File: src/rtl/multicycle_ctrl.sv
// Control FSM for the multicycle RV32I core: sequences fetch/decode/execute/memory/writeback
// and counts retired instructions. Optional illegal-opcode trap under ILLEGAL_INSN_TRAP_EN.
module multicycle_ctrl #(
   parameter int INSTRET_W = 32
) (
   input  logic                 clk,
   input  logic                 rstn,
   input  logic [6:0]           opcode,
   input  logic [2:0]           funct3,
   input  logic                 alu_zero,
   input  logic                 alu_lsb,
   input  logic                 mem_ready,
   output logic                 mem_re,
   output logic                 mem_we,
   output logic                 adr_src,
   output logic                 ir_we,
   output logic                 pc_we,
   output logic                 rf_we,
   output logic                 alu_ctrl,
   output logic [1:0]           alu_src_a,
   output logic [1:0]           alu_src_b,
   output logic [1:0]           result_src,
   output logic [INSTRET_W-1:0] instret
`ifdef ILLEGAL_INSN_TRAP_EN
   ,
   output logic                 illegal_insn
`endif
);

   // state     | meaning
   // FETCH     | read instruction at PC, PC <= PC+4 on mem_ready
   // DECODE    | ALUOut <= oldPC+imm, dispatch on opcode
   // MEM_ADDR  | ALUOut <= rs1+imm for load/store
   // MEM_RD    | load data read, wait for mem_ready
   // MEM_WB    | write load data to rd
   // MEM_WR    | store, wait for mem_ready
   // EXEC_R    | register-register ALU op
   // EXEC_I    | register-immediate ALU op
   // LUI       | ALUOut <= 0+imm
   // ALU_WB    | write ALUOut to rd
   // BRANCH    | compare rs1/rs2, load PC from ALUOut if taken
   // EXEC_JALR | ALUOut <= rs1+imm
   // JUMP      | PC <= ALUOut, ALUOut <= oldPC+4
   // TRAP      | illegal opcode, parked until reset
   typedef enum logic [3:0] {
      FETCH, DECODE, MEM_ADDR, MEM_RD, MEM_WB, MEM_WR, EXEC_R,
      EXEC_I, LUI, ALU_WB, BRANCH, EXEC_JALR, JUMP, TRAP
   } state_t;

   localparam logic [6:0] OP_LOAD   = 7'b0000011;
   localparam logic [6:0] OP_STORE  = 7'b0100011;
   localparam logic [6:0] OP_R      = 7'b0110011;
   localparam logic [6:0] OP_I      = 7'b0010011;
   localparam logic [6:0] OP_BRANCH = 7'b1100011;
   localparam logic [6:0] OP_JAL    = 7'b1101111;
   localparam logic [6:0] OP_JALR   = 7'b1100111;
   localparam logic [6:0] OP_LUI    = 7'b0110111;
   localparam logic [6:0] OP_AUIPC  = 7'b0010111;
   localparam logic [6:0] OP_FENCE  = 7'b0001111;
   localparam logic [6:0] OP_SYSTEM = 7'b1110011;

   state_t state, state_next;
   logic   taken;
   logic   retire;

   always_ff @(posedge clk or negedge rstn) begin
      if (!rstn) state <= FETCH;
      else       state <= state_next;
   end

   always_comb begin
      taken = 1'b0;
      case (funct3)
         3'b000:         taken = alu_zero;
         3'b001:         taken = !alu_zero;
         3'b100, 3'b110: taken = alu_lsb;
         3'b101, 3'b111: taken = !alu_lsb;
         default:        taken = 1'b0;
      endcase
   end

   always_comb begin
      state_next = state;
      mem_re     = 1'b0;
      mem_we     = 1'b0;
      adr_src    = 1'b0;
      ir_we      = 1'b0;
      pc_we      = 1'b0;
      rf_we      = 1'b0;
      alu_ctrl   = 1'b0;
      alu_src_a  = 2'b00;
      alu_src_b  = 2'b00;
      result_src = 2'b00;
`ifdef ILLEGAL_INSN_TRAP_EN
      illegal_insn = 1'b0;
`endif
      case (state)
         FETCH: begin
            mem_re     = 1'b1;
            alu_ctrl   = 1'b1;
            alu_src_b  = 2'b10;
            result_src = 2'b10;
            if (mem_ready) begin
               ir_we      = 1'b1;
               pc_we      = 1'b1;
               state_next = DECODE;
            end
         end
         DECODE: begin
            alu_ctrl  = 1'b1;
            alu_src_a = 2'b01;
            alu_src_b = 2'b01;
            case (opcode)
               OP_LOAD, OP_STORE:   state_next = MEM_ADDR;
               OP_R:                state_next = EXEC_R;
               OP_I:                state_next = EXEC_I;
               OP_BRANCH:           state_next = BRANCH;
               OP_JAL:              state_next = JUMP;
               OP_JALR:             state_next = EXEC_JALR;
               OP_LUI:              state_next = LUI;
               OP_AUIPC:            state_next = ALU_WB;
               OP_FENCE, OP_SYSTEM: state_next = FETCH;
`ifdef ILLEGAL_INSN_TRAP_EN
               default:             state_next = TRAP;
`else
               default:             state_next = FETCH;
`endif
            endcase
         end
         MEM_ADDR: begin
            alu_ctrl   = 1'b1;
            alu_src_a  = 2'b10;
            alu_src_b  = 2'b01;
            state_next = (opcode == OP_LOAD) ? MEM_RD : MEM_WR;
         end
         MEM_RD: begin
            mem_re  = 1'b1;
            adr_src = 1'b1;
            if (mem_ready) state_next = MEM_WB;
         end
         MEM_WB: begin
            result_src = 2'b01;
            rf_we      = 1'b1;
            state_next = FETCH;
         end
         MEM_WR: begin
            mem_we  = 1'b1;
            adr_src = 1'b1;
            if (mem_ready) state_next = FETCH;
         end
         EXEC_R: begin
            alu_src_a  = 2'b10;
            state_next = ALU_WB;
         end
         EXEC_I: begin
            alu_src_a  = 2'b10;
            alu_src_b  = 2'b01;
            state_next = ALU_WB;
         end
         LUI: begin
            alu_ctrl   = 1'b1;
            alu_src_a  = 2'b11;
            alu_src_b  = 2'b01;
            state_next = ALU_WB;
         end
         ALU_WB: begin
            rf_we      = 1'b1;
            state_next = FETCH;
         end
         BRANCH: begin
            alu_src_a  = 2'b10;
            pc_we      = taken;
            state_next = FETCH;
         end
         EXEC_JALR: begin
            alu_ctrl   = 1'b1;
            alu_src_a  = 2'b10;
            alu_src_b  = 2'b01;
            state_next = JUMP;
         end
         JUMP: begin
            alu_ctrl   = 1'b1;
            alu_src_a  = 2'b01;
            alu_src_b  = 2'b10;
            pc_we      = 1'b1;
            state_next = ALU_WB;
         end
         TRAP: begin
`ifdef ILLEGAL_INSN_TRAP_EN
            illegal_insn = 1'b1;
`endif
            state_next = TRAP;
         end
         default: state_next = FETCH;
      endcase
      // Reset must silence requests immediately, even though FETCH decodes mem_re=1.
      if (!rstn) begin
         mem_re     = 1'b0;
         mem_we     = 1'b0;
         adr_src    = 1'b0;
         ir_we      = 1'b0;
         pc_we      = 1'b0;
         rf_we      = 1'b0;
         alu_ctrl   = 1'b0;
         alu_src_a  = 2'b00;
         alu_src_b  = 2'b00;
         result_src = 2'b00;
      end
   end

   assign retire = (state != FETCH) && (state_next == FETCH);

   always_ff @(posedge clk or negedge rstn) begin
      if (!rstn)       instret <= '0;
      else if (retire) instret <= instret + INSTRET_W'(1);
   end

endmodule

File: config.mk
export PLATFORM = sky130hd
export DESIGN_NAME = multicycle_ctrl
export DESIGN_NICKNAME = d
export VERILOG_FILES = /design/src/rtl/multicycle_ctrl.sv
export SDC_FILE = /design/constraint.sdc
export NUM_CORES = 1
export LEC_CHECK = 0
export BUFFER_PORTS_ARGS = -buffer_cell sky130_fd_sc_hd__buf_2
export CELL_PAD_IN_SITES_DETAIL_PLACEMENT = 1
export CELL_PAD_IN_SITES_GLOBAL_PLACEMENT = 1
export CORE_ASPECT_RATIO = 1.75
export CORE_UTILIZATION = 42
export DETAILED_ROUTE_END_ITERATION = 6
export HOLD_SLACK_MARGIN = 0.12
export MAX_ROUTING_LAYER = met4
export PLACE_DENSITY = 0.83
export SYNTH_ARGS = -nofsm -noshare
export SYNTH_HDL_FRONTEND = slang
export SYNTH_SLANG_ARGS = --single-unit
File: constraint.sdc
create_clock -name clk -period 3.1 [get_ports clk]
set_input_delay 0.31 -clock clk [delete_from_list [all_inputs] [get_ports clk]]
set_output_delay 0.31 -clock clk [all_outputs]
set_load 0.02 [all_outputs]
==> results.cfg, run 1 <==
[outcome]
status = complete, but fails checks
violations = design-rule violations

[synth]
syn_inst = 246
syn_area_um2 = 2250
syn_nets = 262
yosys_warnings = 0
synth_flop_cell = dfrtp_1
synth_edf_count = 0
avgSynthCellArea_um2 = 9.16
async_flop_share = 1.00
synth_cell_types = 48
ys_seq_elements = 36
ys_seq_area_frac = 0.400

[worst_setup_path]
critical_path.max_stage_delay_ns = 0.64
required_ns = 3.28
crit_path_top_delay_cell = dfrtp_1
cp.depth = 7
setup.worst_path.start = state[1]
r2r.worst_path.cells = 7
r2r-start = state[1]
arrival_ns = 2.57
end_kind = register
path_buf_inv = 1
path_delay_family = compound AO/OA/AOI/OAI gates
crit_chain = nand2b_1 > o32ai_1 > a211o_1 > a211oi_4 > buf_12 > nand2_2 > mux2_1
cp-start-kind = register
critPathMaxFanout = 31
worstSetupPathType = reg2reg

[cts]
ctsLongestPathBuffers = 2
htree_num_levels = 2
cts_resized = 0
cts_tree = yes
clk_pin_slew_ns = 0.07
numClockSinks = 36
clock_latency_ns = 0.29
cts_setup_buffers = 0
numCtsBuffers = 5
cts-root-buf = clkbuf_8

[min_path]
min_from = mem_ready
min_path_type = in2reg
whs_path_depth = 2

[power]
p_sw_frac = 0.401
total_power_uw = 1730
power.density_nw_per_um2 = 638
p_leak_uw = 0.00132
ir_worst_vdd_v = 0.000372
clockPowerShare = 0.232
combPwrFrac = 0.428
internal_power_uw = 1030
p_sw_uw = 693
seqPwrFrac = 0.340

[routing]
antenna_left = 0
first_pass_iters = 6
drc = 7
vias = 2073
avgViaCountPerCell = 5.77
drt_iter0_drc = 100
wl_mm = 5.93
wl_per_cell_um = 16.5

[die]
die_h_um = 98.9
num_rows = 34
initial_core_util = 0.445
io_pins = 60
die-area_um2 = 5670
core_area_um2 = 5060
die_w_um = 57.4

[placed_design]
pre_cts_ws_ns = 0.644
place_hpwl_mm = 4.42
gp_congestion = 0.756
port_buffers = 59

[global_routing]
antenna_found_initial = 0
overflow = 0
first_global_vias = 2076
grt.total_usage = 0.230
grt_pass1_wl_mm = 10.0
grt_max_degree = 32

[final_layout]
filler_cell_count = 630
diodes = 0
num-nets-final = 320
area_growth_pct = 20.3
drive_gt1_frac = 0.259

[sta]
hold_violations = 0
fin_crit_ns = 2.39
tns_ns = 0
max_freq_mhz = 418
relSlewSlack = 0.638
maxSlewViolCount = 0
setup_viol = 0
grt_setup_unrepaired = no
post-route-period-util = 0.773
skew_ns = 0.00914
tightestPinTransition_ns = 0.543
layout_setup_ws_ns = 0.705

[run]
max_cap_violations = 0
registers in the layout, indices dropped and copies added (netlist names):
name     cells
instret     32
state        4
cell families (layout without fill, tap and decap cells):
family | count (synthesis) | count (layout) | synth area share
AO/OA/AOI/OAI | 25 | 25 | 0.0839
multiplexers | 2 | 2 | 0.00944
AND/OR/NAND/NOR | 126 | 126 | 0.317
buffers and inverters | 20 | 79 | 0.0444
XOR/XNOR | 36 | 36 | 0.140
adder cells (fa/ha/maj) | 1 | 1 | 0.00555
flip-flops | 36 | 36 | 0.400
final cells by class:
type	count	area (um2)	share of cell area
clock buffer	6	72.6	0.0268
clock inverter	2	35.0	0.0129
inverter	5	18.8	0.00693
multi-input combinational	190	1250	0.462
sequential	36	901	0.332
tap	54	67.6	0.0249
timing repair buffer	66	363	0.134
cells in the mapped netlist (2+ instances only):
master / number / area, um2
nor2b_1: 4 / 25.0
nor2_1: 18 / 67.6
nand3b_1: 2 / 15.0
dfrtp_1: 36 / 901
a21oi_1: 7 / 35.0
o21ai_0: 2 / 10.0
and3_1: 23 / 144
and2_1: 2 / 12.5
nand4_1: 16 / 100
and4_1: 4 / 35.0
inv_1: 5 / 18.8
o221ai_1: 2 / 17.5
nand3_1: 20 / 100
clkbuf_1: 9 / 33.8
or2_2: 3 / 18.8
nand2b_1: 8 / 50.1
o31ai_1: 2 / 15.0
nand2_1: 10 / 37.5
buf_6: 3 / 33.8
xor2_1: 2 / 17.5
xnor2_1: 34 / 298
buf_2: 2 / 10.0
nor3_1: 7 / 35.0
layout by cell type (no fill, tap or decap), drive strengths merged, types with 2 or more instances in the layout:
cell,synthesis,layout
buf,6,65
dfrtp,36,36
xnor2,34,34
and3,23,23
nand3,20,20
nor2,18,18
nand4,16,16
nand2,11,11
nand2b,8,8
nor3,8,8
a21oi,7,7
clkbuf,9,6
inv,5,5
nor2b,4,4
and4,4,4
or2,4,4
o21ai,2,2
nand3b,2,2
o221ai,2,2
o31ai,2,2
xor2,2,2
and2,2,2
a211oi,2,2
timing repair:
action | in CTS | in global routing
hold buffers | 1 | 0
setup endpoints to repair | 0 | 0
hold endpoints to repair | 17 | 0
routing by layer:
layer / up-vias / global-route usage / share of wire
li1: 990 / - / -
met1: 1035 / 0.264 / 0.40
met2: 43 / 0.411 / 0.56
met3: 5 / 0.0302 / 0.030
met4: 0 / 0.0638 / 0.012
met5: - / - / 0
worst paths after layout:
path,end,slack (ns)
min in group asynchronous,instret[9],0.53
max,instret[1],0.71
min,state[1],0.30
max reg2reg,instret[1],0.71
max in group asynchronous,instret[30],1.88
min reg2reg,instret[9],0.50
stage by stage:
step / area [um2] / util / hold slack [ns] / instances
final: 2710 / 0.535 / 0.305 / 359
after global routing: 2710 / 0.535 / 0.331 / 359
after CTS: 2710 / 0.535 / 0.305 / 359
after detailed placement: 2590 / 0.512 / 0.313 / 350
after global placement: 2590 / 0.512 / 0.305 / 350
after floorplan: 2250 / - / 0.0144 / 246
power groups by stage:
stage	logic (uW)	registers, uW	clock network (uW)
floorplan	524	612	0
global placement	724	594	0
detailed placement	741	595	0
CTS	745	586	414
global route	809	594	428
finish	739	587	401
No activity file was read; power rests on OpenSTA's default activity.
==> run 2, diff against run 1 <==
--- a/config.mk
+++ b/config.mk
@@ -9,11 +9,11 @@
 export CELL_PAD_IN_SITES_DETAIL_PLACEMENT = 1
 export CELL_PAD_IN_SITES_GLOBAL_PLACEMENT = 1
 export CORE_ASPECT_RATIO = 1.75
-export CORE_UTILIZATION = 42
+export CORE_UTILIZATION = 35
 export DETAILED_ROUTE_END_ITERATION = 6
 export HOLD_SLACK_MARGIN = 0.12
 export MAX_ROUTING_LAYER = met4
-export PLACE_DENSITY = 0.83
+export PLACE_DENSITY = 0.73
 export SYNTH_ARGS = -nofsm -noshare
 export SYNTH_HDL_FRONTEND = slang
 export SYNTH_SLANG_ARGS = --single-unit
==> constraint.sdc (replaced) <==
create_clock -name clk -period 2.1 [get_ports clk]
set_input_delay 0.21 -clock clk [delete_from_list [all_inputs] [get_ports clk]]
set_output_delay 0.21 -clock clk [all_outputs]
set_load 0.02 [all_outputs]
==> run 2 against run 1 <==
The flow now finishes without violations. Critical path depth unchanged. Count of clock-buffer cells in the layout increased by 1. Sequential power increased by 47%. Clock skew decreased by 0.0032 ns. Flip-flop and latch count unchanged. Die area increased by 19%. First-iteration DRC count decreased by 9.0%. Clock power increased by 33%. Critical endpoint is now instret[30]. Largest cell class unchanged. Largest power group unchanged. Highest routed layer unchanged.
==> results.cfg, run 2 (synthesized netlist as in run 1, its figures left out) <==
[worst_setup_path]
crit_end = instret[30]
setup.worst_path.start = state[0]
cp-start-kind = register
worstSetupPathType = reg2reg
end_kind = register
required_ns = 2.30
critPathMaxFanout = 10
r2r.worst_path.cells = 7
r2r_setup_slack_ns = 0.02
r2r-end = instret[30]
arrival_ns = 2.29
r2r-start = state[0]

[sta]
whs_ns = 0.177
grt_setup_unrepaired = yes
fin_crit_ns = 2.08
skew_ns = 0.00593
maxSlewViolCount = 0
post-route-period-util = 0.992
setup_viol = 0
max_freq_mhz = 480
relSlewSlack = 0.697
layout_setup_ws_ns = 0.0163
hold_violations = 0
tightestPinTransition_ns = 0.452

[die]
die_w_um = 62.7
initial_core_util = 0.362
die_h_um = 108
num_rows = 38
die-area_um2 = 6780
io_pins = 60
core_area_um2 = 6230

[cts]
htree_num_levels = 2
clk_pin_slew_ns = 0.07
cts-root-buf = clkbuf_8
clock_latency_ns = 0.29
ctsLongestPathBuffers = 2
cts_tree = yes
numCtsBuffers = 5
numClockSinks = 36

[power]
combPwrFrac = 0.501
internal_power_uw = 1690
p_leak_uw = 0.00143
p_sw_frac = 0.397
clockPowerShare = 0.190
total_power_uw = 2800
p_sw_uw = 1110
seqPwrFrac = 0.308
ir_worst_vdd_v = 0.000554
power.density_nw_per_um2 = 948

[final_layout]
biggestRegsByFlops = instret: 32 flops, state: 4 flops
largest_reg_flops = 32
final_cell_mix = buf_2, xnor2_1, dfrtp_1, and3_1, buf_4
regMostFlops = instret
diodes = 0
num-nets-final = 340
area_growth_pct = 31.0
fin_area_um2 = 2950
drive_gt1_frac = 0.336
final_common_cell = buf_2

[run]
max_cap_violations = 0

[routing]
wl_per_cell_um = 16.1
avgViaCountPerCell = 5.34
drc = 0
vias = 2156
wl_mm = 6.51
antenna_left = 0
drt_iter0_drc = 91
first_pass_iters = 4

[placed_design]
port_buffers = 59
place_hpwl_mm = 4.79
pre_cts_ws_ns = -0.182
gp_congestion = 0.776
placed_area_um2 = 2770

[min_path]
min_path_type = in2reg

[global_routing]
grt.total_usage = 0.203
overflow = 0
first_global_vias = 2204
antenna_found_initial = 0
grt_max_degree = 37
grt_pass1_wl_mm = 10.4

[outcome]
status = completed
[run 2: power groups by stage]
stage / Sequential, uW / Clock [uW] / Combinational (uW)
2_1_floorplan: 903 / 0 / 774
3_3_place_gp: 869 / 0 / 1210
3_5_place_dp: 870 / 0 / 1250
4_1_cts: 859 / 547 / 1280
5_1_grt: 872 / 573 / 1510
6_report: 863 / 532 / 1400
[run 2: how the worst min path moves through the flow]
stage,startpoint,end,slack [ns],cells past startpoint
6_report,mem_ready,state[1],0.18,2
5_1_grt,mem_ready,state[1],0.22,2
4_1_cts,mem_ready,state[1],0.19,2
3_5_place_dp,rstn,state[0],0.43,2
3_3_place_gp,rstn,state[1],0.43,2
2_1_floorplan,rstn,instret[0],-0.09,0
[run 2: timing repair]
action | 4_1_cts | 5_1_grt
hold endpoints to repair | 6 | 0
buffers inserted | 0 | 1
pin swaps | 0 | 1
endpoints found under the setup margin | 27 | 28
gates resized for setup | 3 | 9
hold buffers | 1 | 0
cloned | 0 | 1
[run 2: worst max-delay path, stage by stage, from the launching register on]
cell	delay (ns)
dfrtp_2	0.45
or4b_4	0.54
a211oi_2	0.25
nor2_1	0.11
and3_4	0.20
buf_4	0.17
nand4_1	0.13
xnor2_1	0.14
[run 2: area by class of cell]
type / count / area, um2
well taps: 80 / 100
multi-input cells: 190 / 1280
clock buffers: 7 / 96.3
repair buffers: 86 / 551
fillers: 760 / 3280
flip-flops and latches: 36 / 905
inverters: 5 / 18.8
[run 2: per-layer routing]
layer  track usage  vias up  routed length (um)  share of wire
li1              -     1031                   -              -
met1         0.206     1067                2520           0.39
met2         0.383       48                3700           0.57
met3        0.0264       10                 168          0.026
met4        0.0880        0                 123          0.019
met5             -        -                   0              0
[run 2: per-stage QoR]
stage	utilization	TNS, ns	std cells
after floorplan	-	0	246
after global placement	0.445	-1.82	394
after detailed placement	0.445	-2.69	394
after CTS	0.464	0	402
after global routing	0.474	-0.0911	404
final	0.474	0	404
